## config.mk

```make
export PLATFORM = sky130hd
export DESIGN_NAME = warmboot_ctrl
export DESIGN_NICKNAME = d
export VERILOG_FILES = /design/src/rtl/warmboot_pkg.sv /design/src/rtl/sync_2ff.sv /design/src/rtl/warmboot_ctrl.sv
export SDC_FILE = /design/constraint.sdc
export NUM_CORES = 1
export LEC_CHECK = 0
export ABC_AREA = 1
export CORE_ASPECT_RATIO = 1.4
export CORE_MARGIN = 2
export CORE_UTILIZATION = 50
export DETAILED_ROUTE_END_ITERATION = 12
export PLACE_DENSITY = 0.69
export SYNTH_ARGS = -nofsm -noshare
export SYNTH_HDL_FRONTEND = slang
export SYNTH_HIERARCHICAL = 1
export SYNTH_SLANG_ARGS = --single-unit
export TNS_END_PERCENT = 30
```

## constraint.sdc

```tcl
create_clock -name clk_usb -period 4.85 [get_ports clk_usb]
set_input_delay 0.97 -clock clk_usb [delete_from_list [all_inputs] [get_ports clk_usb]]
set_output_delay 0.97 -clock clk_usb [all_outputs]
set_load 0.05 [all_outputs]
```

## src/rtl/warmboot_pkg.sv

```systemverilog
// Shared types and constants for the warmboot boot-sequencing controller.
package warmboot_pkg;

  localparam int unsigned IMG_W        = 2;
  localparam int unsigned SETUP_CYCLES = 2;

  typedef enum logic [2:0] {
    StHold,
    StRun,
    StDetach,
    StSetup,
    StBoot
  } state_e;

  // Counter must hold the larger of the two programmable delays without wrapping.
  function automatic int unsigned cnt_width(input int unsigned a, input int unsigned b);
    int unsigned m;
    m = (a > b) ? a : b;
    return $clog2(m + 1);
  endfunction

endpackage

```

## src/rtl/sync_2ff.sv

```systemverilog
// Two-flop synchroniser for a single asynchronous level input.
module sync_2ff (
  input  logic clk_i,
  input  logic rst_ni,
  input  logic d_i,
  output logic q_o
);

  logic meta_q;
  logic sync_q;

  always_ff @(posedge clk_i or negedge rst_ni) begin
    if (!rst_ni) begin
      meta_q <= 1'b0;
      sync_q <= 1'b0;
    end else begin
      meta_q <= d_i;
      sync_q <= meta_q;
    end
  end

  assign q_o = sync_q;

endmodule

```

## src/rtl/warmboot_ctrl.sv

```systemverilog
// Boot sequencer: holds the core in reset until PLL lock is stable, then on request
// detaches USB and drives SB_WARMBOOT with the selected image.
module warmboot_ctrl
  import warmboot_pkg::*;
#(
  parameter int unsigned NUM_IMAGES    = 4,
  parameter int unsigned RESET_CYCLES  = 4800,
  parameter int unsigned DETACH_CYCLES = 480000
) (
  input  logic             clk_usb,
  input  logic             reset_n,
  input  logic             pll_lock,
  input  logic             boot_req,
  input  logic [IMG_W-1:0] boot_image,
  output logic             core_reset,
  output logic             usb_pu,
  output logic [IMG_W-1:0] wb_s,
  output logic             wb_boot,
  output logic             boot_err,
  output logic             busy
);

  localparam int unsigned CntW = cnt_width(RESET_CYCLES, DETACH_CYCLES);

  localparam logic [CntW-1:0]  ResetLast  = CntW'(RESET_CYCLES - 1);
  localparam logic [CntW-1:0]  DetachLast = CntW'(DETACH_CYCLES - 1);
  localparam logic [CntW-1:0]  SetupLast  = CntW'(SETUP_CYCLES - 1);
  localparam logic [IMG_W:0]   NumImg     = (IMG_W + 1)'(NUM_IMAGES);

  logic            lock_s;
  state_e          state_q;
  logic [CntW-1:0] cnt_q;

  sync_2ff u_lock_sync (
    .clk_i  (clk_usb),
    .rst_ni (reset_n),
    .d_i    (pll_lock),
    .q_o    (lock_s)
  );

  always_ff @(posedge clk_usb or negedge reset_n) begin
    if (!reset_n) begin
      state_q    <= StHold;
      cnt_q      <= '0;
      core_reset <= 1'b1;
      usb_pu     <= 1'b0;
      wb_s       <= '0;
      wb_boot    <= 1'b0;
      boot_err   <= 1'b0;
      busy       <= 1'b1;
    end else begin
      boot_err <= 1'b0;
      case (state_q)
        StHold: begin
          if (!lock_s) begin
            cnt_q <= '0;
          end else if (cnt_q == ResetLast) begin
            state_q    <= StRun;
            cnt_q      <= '0;
            core_reset <= 1'b0;
            usb_pu     <= 1'b1;
            busy       <= 1'b0;
          end else begin
            cnt_q <= cnt_q + 1'b1;
          end
        end
        StRun: begin
          // Lock loss takes priority and silently drops a coincident request.
          if (!lock_s) begin
            state_q    <= StHold;
            cnt_q      <= '0;
            core_reset <= 1'b1;
            usb_pu     <= 1'b0;
            busy       <= 1'b1;
          end else if (boot_req) begin
            if ({1'b0, boot_image} < NumImg) begin
              state_q    <= StDetach;
              cnt_q      <= '0;
              wb_s       <= boot_image;
              core_reset <= 1'b1;
              usb_pu     <= 1'b0;
              busy       <= 1'b1;
            end else begin
              boot_err <= 1'b1;
            end
          end
        end
        StDetach: begin
          if (cnt_q == DetachLast) begin
            state_q <= StSetup;
            cnt_q   <= '0;
          end else begin
            cnt_q <= cnt_q + 1'b1;
          end
        end
        StSetup: begin
          if (cnt_q == SetupLast) begin
            state_q <= StBoot;
            wb_boot <= 1'b1;
          end else begin
            cnt_q <= cnt_q + 1'b1;
          end
        end
        StBoot: begin
          wb_boot <= 1'b1;
        end
        default: begin
          state_q <= StHold;
          cnt_q   <= '0;
        end
      endcase
    end
  end

endmodule

```

==> impl_results.md <==
- Delay of the slowest critical-path stage: 0.80 ns
- Number of global-route vias before repair: 2118
- Critical Path RT: 3.88 ns
- CTS tree: done
- Clk pwr share: 0.498
- Crit path cell chain: clkdlybuf4s50_1
- Commonest cells in the netlist: nand2_1 (88), nand3_1 (35), nand4_1 (34), nor2_1 (34), dfrtp_1 (28)
- CP Launch Type: flip-flop
- Initial antenna violation count: 0
- Largest net degree at the start of global routing: 30
- Antenna diodes: 0
- Final period utilization: 0.537
- Port Buffers: 11
- Post-Syn Instances: 317
- Fraction of registers with async set/reset: 1.00
- Synthesis Warnings: 6
- Max-slew headroom: 0.481
- GRT overflow: 0
- Die ar.: 4880 um^2
- # resized after CTS: 0
- Status: finished clean
- DP HPWL: 3950 um
- Total wire length: 5730 um
- Global Route Usage Sum: 0.259
- Starting Density: 0.515
- Top-area cell type share of the netlist area: 0.324
- Avg Cell Area, Syn: 6.82 um^2
- Power density over the cells: 232 nW/um^2
- Number of hold buffers added after cts: 0
- Worst Tran Pin Value: 0.776 ns
- Reg power frac: 0.457
- First-pass GRT wire length: 9530 um
- Post-Syn Area: 2160 um^2
- Detailed-route via count: 2137
- EDFF count, synth: 0
- Sink Count: 29
- Setup crit end kind: primary output
- Int Pwr: 0.421 mW
- Logic gate share of total power: 0.045
- CP max FO: 3
- Root buf cell: clkbuf_8
- Distinct cells, synth: 36
- Skew-Pair Late Insertion Delay: 0.29 ns
- Count of final hold-check violations: 0
- Cell type with the largest total area after synthesis: dfrtp_1
- Via-to-Cell Ratio: 5.82
- DR DRC count: 0
- Num CTS Buffers: 5
- Clk buf depth: 2
- DIE HEIGHT: 81.8 um
- Slowest stage cell, crit path: clkdlybuf4s50_1
- Worst-path clk slew: 0.07 ns
- Area delta synth->final: 9.49%
- Ranking of synthesized cells by area: dfrtp_1 (32%), nand2_1 (15%), nand4_1 (9.8%)
- Post-CTS setup repair buffer count: 0
- Setup TNS: 0 ns
- H-tree depth: 2
- Core Rows: 28
- Arr. time, crit path: 1.63 ns
- Switching pwr: 0.129 mW
- Worst IR Drop VDD: 199 uV
- Detail Route Antenna Nets: 0
- Wire per inst: 15.6 um
- Fmax achieved: 384 MHz
- Final Slew Violations: 0
- Switching share of power: 0.234
- Main synth FF type: dfrtp_1
- Reg2Reg Setup Slack: 2.62 ns
- Share of cells above drive strength 1: 0.0901
- Sequential element share of the synthesized area: 0.336
- Finished Core Util: 0.563
- Tmin final: 2.60 ns
- Detailed Routing Iterations Pass 1: 4
- Leak: 1.05 nW
- CP Buf/Inv Count: 1
- RSZ-0062 raised after global routing: no
- DRT iter0 DRCs: 94
- Synth Register Bits: 29
- Final number of setup-violating endpoints: 0
- Core area: 4200 um^2
- Setup Skew: 0.00658 ns
- Top cell family by delay on the critical path: buffers and inverters
- Gpl congestion: 0.920
- Max cap viols: 0
- WS Path Type: reg2out
- Synthesized Nets: 325
- I/O pin total: 13
- Most common cell in the netlist: nand2_1
- Worst min path class: reg2reg
- Layout Nets: 329
- Die W: 59.6 um
kinds of logic (layout without fill, tap and decap cells):
kind of cell | after synthesis | count (layout) | synth area share
simple gates | 212 | 212 | 0.467
buf+inv | 47 | 52 | 0.0966
flops | 29 | 29 | 0.336
compound gates | 16 | 16 | 0.0445
xor+xnor | 8 | 8 | 0.0324
fa+ha+maj | 2 | 2 | 0.0116
mux | 2 | 2 | 0.0104
other cells | 1 | 1 | 0.00173
metrics by stage:
stage	hold WS (ns)	area, um^2	std cells	worst slack, ns	total power [mW]
global placement	0.335	2250	359	2.48	0.280
detailed placement	0.340	2250	359	2.45	0.281
global route	0.364	2370	367	2.22	0.562
finish	0.354	2370	367	2.25	0.550
CTS	0.356	2370	367	2.23	0.551
floorplan	0.331	2160	317	2.95	0.268
power groups by stage:
| stage | Clock [mW] | Combinational [mW] | Sequential, mW |
|---|---|---|---|
| 4_1_cts | 0.275 | 0.0252 | 0.251 |
| 3_5_place_dp | 0 | 0.0250 | 0.256 |
| 5_1_grt | 0.282 | 0.0280 | 0.252 |
| 6_report | 0.274 | 0.0247 | 0.251 |
| 2_1_floorplan | 0 | 0.0167 | 0.251 |
| 3_3_place_gp | 0 | 0.0248 | 0.256 |
flip-flops by register name (all words and copies together) (netlist names):
signal,count
wb_boot,1
state_q,3
usb_pu,1
u_lock_sync/q_o,1
u_lock_sync/meta_q,1
busy,1
wb_s,2
cnt_q,19
area by class of cell:
class / instances / area [um^2]
fill: 399 / 1840
tap: 45 / 56.3
timing repair buffer: 12 / 118
clock buffer: 6 / 82.6
sequential: 29 / 727
clock inverter: 2 / 37.5
multi-input combinational: 241 / 1230
inverter: 32 / 120
placed cells by master, fill, tap and decap left out, types with 3 or more instances in the layout:
cell type,Yosys,final
nand2_1,88,88
nand3_1,35,35
nor2_1,34,34
nand4_1,34,34
dfrtp_1,28,28
inv_1,27,27
clkdlybuf4s50_1,0,11
xor2_1,7,7
nor3_1,7,7
clkbuf_8,0,6
o21ai_0,5,5
inv_2,3,3
nand3_2,3,3
a21oi_1,3,3
path summary, 6_finish.rpt:
check	from	end	cells past startpoint
setup / recovery	busy	busy	1
hold / removal	u_lock_sync/meta_q	u_lock_sync/q_o	0
setup reg to reg	cnt_q[0]	state_q[1]	10
hold reg to reg	u_lock_sync/meta_q	u_lock_sync/q_o	0
max in group asynchronous	reset_n	busy	2
min in group asynchronous	reset_n	state_q[0]	2
metal layers:
metal / track usage / part of all wire
met1: 0.303 / 0.42
met2: 0.455 / 0.52
met3: 0.0346 / 0.043
met4: 0.131 / 0.024
met5: 0 / 0
(Power assumes the default switching activity.)
==> patch 1 (same flow settings) <==
Add an input register stage for `pll_lock`, `boot_req` and `boot_image`, without a reset; this delays them by one clock.
--- a/src/rtl/warmboot_ctrl.sv
+++ b/src/rtl/warmboot_ctrl.sv
@@ -29,2 +29,12 @@
 
+  logic pll_lock_q;
+  logic boot_req_q;
+  logic [IMG_W-1:0] boot_image_q;
+
+  always_ff @(posedge clk_usb) begin
+    pll_lock_q   <= pll_lock;
+    boot_req_q   <= boot_req;
+    boot_image_q <= boot_image;
+  end
+
   logic            lock_s;
@@ -36,3 +46,3 @@
     .rst_ni (reset_n),
-    .d_i    (pll_lock),
+    .d_i    (pll_lock_q),
     .q_o    (lock_s)
@@ -74,7 +84,7 @@
             busy       <= 1'b1;
-          end else if (boot_req) begin
-            if ({1'b0, boot_image} < NumImg) begin
+          end else if (boot_req_q) begin
+            if ({1'b0, boot_image_q} < NumImg) begin
               state_q    <= StDetach;
               cnt_q      <= '0;
-              wb_s       <= boot_image;
+              wb_s       <= boot_image_q;
               core_reset <= 1'b1;
Formal check against the unedited RTL: same outputs for any inputs over 10 cycles, from zero or initial values and one cycle with reset_n low; that may be too few to reach the edited logic, so the function may still have changed.
==> patch 1 against the unedited design <==
  * Worst hold slack worse by 0.026 ns
  * Utilization up 1.4 points
  * Design area rose by 4.3%
  * Critical path type unchanged
  * Wire length down 1.4%
  * Register-to-register slack improved by 0.10 ns
  * Fmax fell by 0.30%
  * Non-clock buffer count unchanged
  * Die area rose by 3.7%
  * Worst setup slack worse by 0.0079 ns
  * Total power increased by 6.1%
  * Synthesized cell count shrank 0.63%
  * Sequential cell count is 4 higher
  * Synthesized area grew 3.9%
==> patch 1: results (changes against the unedited design) <==
* Setup violators final at 0 (unchanged)
* Static Leak at 0.00109 uW (was 0.00105 uW)
* Hold WC Path Type: reg2reg (unchanged)
* Drt initial violations at 170 (was 94)
* Worst Hold Endpoint: u_lock_sync/meta_q (was u_lock_sync/q_o)
* Sequential share of the synthesized area at 0.359 (was 0.336)
* Drt first pass iters at 6 (was 4)
* Layout fillers at 427 (was 399)
* CTS Buf Count at 5 (unchanged)
* Hold Crit Start: pll_lock_q (was u_lock_sync/meta_q)
* Layout net count at 329 (unchanged)
* Vias per std cell at 5.72 (was 5.82)
* Cells on worst reg2reg path at 10 (unchanged)
* First-pass GRT wire length at 9720 um (was 9530 um)
* Ant diodes at 0 (unchanged)
* Internal reg-to-reg setup slack at 2.72 ns (was 2.62 ns)
* RD Place Congestion at 0.967 (was 0.920)
* Clock Latency Late Sink at 0.29 ns (about the same)
* Status: finished, final reports clean (unchanged)
* FF-to-FF End: cnt_q[1] (was state_q[1])
* Number of gates resized after cts at 0 (unchanged)
* Post-DP HPWL at 3940 um (was 3950 um)
* I/O Buffers at 11 (unchanged)
* Clk root buf: clkbuf_8 (unchanged)
* Drt wl/cell at 14.8 um (was 15.6 um)
* Reg2Reg Launch Point: cnt_q[0] (unchanged)
* Clock Pin Slew Worst Setup and Hold Paths at 0.07 ns (about the same)
* Worst path slowest cell: clkdlybuf4s50_1 (unchanged)
* Setup Skew at 0.00851 ns (was 0.00658 ns)
* Worst EP arrival at 1.64 ns
* Commonest cells in the netlist: nand2_1, nand4_1, nor2_1 (was nand2_1, nand3_1, nand4_1, nor2_1, dfrtp_1)
* Async set or reset register ratio after synthesis at 0.879 (was 1.00)
* Ys flop type: dfrtp_1 (unchanged)
* CP max FO at 3 (unchanged)
* Hold depth at 0 (unchanged)
* GRT Overall Usage at 0.249 (was 0.259)
* Largest net degree at the start of global routing at 30 (unchanged)
* Rel. slew slack at 0.513 (was 0.481)
* H-tree level count at 2 (unchanged)
* Vias in the first global route at 2166 (was 2118)
* Cell family with most CP delay: buffers and inverters (unchanged)
* Syn_nets at 323 (was 325)
* CTS max path bufs at 2 (unchanged)
* Layout cells sized above 1 at 0.0994 (was 0.0901)
* Post-synth cell types at 36 (unchanged)
* Max VDD drop at 0.215 mV (was 0.199 mV)
* Initial antenna violation count at 0 (unchanged)
* Setup Buffers After CTS at 0 (unchanged)
* Yosys warning count at 6 (unchanged)
* Largest regs: cnt_q: 19 flops, state_q: 3 flops (was cnt_q: 19 flops, state_q: 3 flops, wb_s: 2 flops)
* Slowest stage delay, CP at 0.80 ns (about the same)
* Top area cells in the synthesized netlist: dfrtp_1, nand2_1, nand4_1 (unchanged)
* Switch Pwr at 127 uW (was 129 uW)
==> patch 1: changes by cell type after synthesis, sizes merged, moves of 2 or more <==
| cell | change |
|---|---|
| dfxtp | +4 |
| nand3 | -2 |
| buf | -2 |
| nor3 | +2 |
| o21ai | -2 |
==> patch 1: how the worst max path moves through the flow <==
stage	start	end	slack [ns]	cells after the start
after floorplan	busy	core_reset	2.95	1
after global placement	busy	busy	2.56	1
after detailed placement	busy	busy	2.57	1
after CTS	busy	busy	2.23	1
after global routing	busy	busy	2.21	1
final	busy	busy	2.24	1
==> patch 1: logic make-up after synthesis <==
kind of cell / count (synthesis) / share of synthesized area
compound gates: 15 / 0.0440
xor+xnor: 8 / 0.0312
fa+ha+maj: 2 / 0.0111
buf+inv: 43 / 0.0891
flops: 33 / 0.359
mux: 2 / 0.0100
other cells: 1 / 0.00167
simple gates: 211 / 0.454
==> patch 1: layout make-up <==
cell class | instances | share of cell area
Tap cell | 60 | 0.0304
Clock inverter | 1 | 0.0122
Sequential cell | 33 | 0.327
Multi-Input combinational cell | 239 | 0.502
Clock buffer | 7 | 0.0350
Timing Repair Buffer | 12 | 0.0476
Inverter | 30 | 0.0461
==> patch 1: power by group through the flow <==
stage | combinational, uW | sequential [uW] | clock (uW)
2_1_floorplan | 16.8 | 287 | 0
3_3_place_gp | 24.6 | 292 | 0
3_5_place_dp | 25.2 | 292 | 0
4_1_cts | 25.1 | 287 | 278
5_1_grt | 28.4 | 287 | 285
6_report | 24.6 | 287 | 272
==> patch 1: layer usage <==
layer / global-route usage / wire [um] / up-vias
met5: 0 / 0 / -
met4: 0.146 / 216 / 0
met3: 0.0514 / 280 / 19
met2: 0.404 / 2820 / 72
met1: 0.291 / 2340 / 1028
li1: - / - / 1066
==> patch 1: per-stage QoR <==
stage | hold slack (ns) | utilization | worst slack [ns] | cell area [um^2] | cells
6_report | 0.328 | 0.578 | 2.24 | 2470 | 382
3_5_place_dp | 0.322 | 0.551 | 2.57 | 2350 | 374
3_3_place_gp | 0.320 | 0.551 | 2.56 | 2350 | 374
2_1_floorplan | 0.316 | - | 2.95 | 2250 | 315
4_1_cts | 0.331 | 0.578 | 2.23 | 2470 | 382
5_1_grt | 0.334 | 0.578 | 2.21 | 2470 | 382
==> patch 2 (config.mk and constraints unchanged) <==
Without the edit above. The package constant `IMG_W` goes from 2 to 3.
--- a/src/rtl/warmboot_pkg.sv
+++ b/src/rtl/warmboot_pkg.sv
@@ -3,3 +3,3 @@
 
-  localparam int unsigned IMG_W        = 2;
+  localparam int unsigned IMG_W        = 3;
   localparam int unsigned SETUP_CYCLES = 2;
Interface: changed (resized boot_image and wb_s); port bits go from 13 to 15. The function was not compared with the original's and may differ.
==> patch 2 against the unedited design <==
  * Synthesized area is 2.1% higher
  * Combinational power rose by 28%
  * Worst setup slack got worse by 0.0064 ns
  * Total power decreased by 5.9%
  * Die area increased by 2.0%
  * Design area increased by 3.3%
  * Final cell count grew 8.2%
  * Wire length decreased by 2.2%
  * Global-route usage is 0.91 points lower
  * Non-clock buffer count grew 3
  * Register-to-register slack worse by 0.34 ns
  * Sequential cell count grew 2
  * Via count about the same
  * Critical path type is now in2reg
  * Critical endpoint is now cnt_q[5]
  * Highest routed layer unchanged
==> patch 2: results (changes against the unedited design) <==
* Status: finished, final reports clean (unchanged)
* Largest regs: cnt_q: 19 flops, state_q: 3 flops, wb_s: 3 flops (was cnt_q: 19 flops, state_q: 3 flops, wb_s: 2 flops)
* Fmax at 0.383 GHz (was 0.384 GHz)
* Seq/total area at 0.317 (was 0.307)
* Sequential share of the synthesized area at 0.352 (was 0.336)
* Pre-CTS setup slack at 1.92 ns (was 2.45 ns)
* Cell family with most CP delay: simple AND/OR/NAND/NOR gates (was buffers and inverters)
* Layout non-clock buf frac at 0.0603 (was 0.0497)
* Int Pwr at 390 uW (was 421 uW)
* Post-route cell area at 2450 um^2 (was 2370 um^2)
* Final std cells w/o fill at 397 (was 367)
* RD Place Congestion at 0.886 (was 0.920)
* I/O Buffers at 14 (was 11)
* Worst setup endpoint: cnt_q[5] (was busy)
* First-pass GRT wire length at 9250 um (was 9530 um)
* Comb power at 31.5 uW (was 24.7 uW)
* Slowest stage delay, CP at 0.67 ns (was 0.80 ns)
* XOR/XNOR Fraction of Synth Area at 0.0278 (was 0.0324)
* Internal reg-to-reg setup slack at 2.28 ns (was 2.62 ns)
* Drt wl/cell at 14.1 um (was 15.6 um)
* Drt initial violations at 109 (was 94)
* Largest net degree at the start of global routing at 32 (was 30)
* Vias in the first global route at 2038 (was 2118)
* Layout net count at 345 (was 329)
* Post-DP HPWL at 3950 um (about the same)
* Syn_nets at 336 (was 325)
==> patch 2: cell count changes in the layout (fill, tap and decap cells not counted), sizes merged, moves of 3 or more <==
cell           change
nand4              -7
nand3              +5
nor2               +4
inv                +5
clkdlybuf4s50      +3
nand2              +8
==> patch 2: how the worst min path moves through the flow <==
stage | start | to | slack, ns | depth (start not counted)
final | u_lock_sync/meta_q | u_lock_sync/q_o | 0.36 | 0
after global routing | u_lock_sync/meta_q | u_lock_sync/q_o | 0.37 | 0
after CTS | u_lock_sync/meta_q | u_lock_sync/q_o | 0.36 | 0
after detailed placement | u_lock_sync/meta_q | u_lock_sync/q_o | 0.35 | 0
after global placement | u_lock_sync/meta_q | u_lock_sync/q_o | 0.34 | 0
after floorplan | u_lock_sync/meta_q | u_lock_sync/q_o | 0.33 | 0
==> patch 2: per-layer routing <==
| metal | wire length [um] | track usage |
|---|---|---|
| met1 | 2240 | 0.282 |
| met5 | 0 | 0 |
| met4 | 139 | 0.124 |
| met3 | 242 | 0.0327 |
| met2 | 2990 | 0.451 |
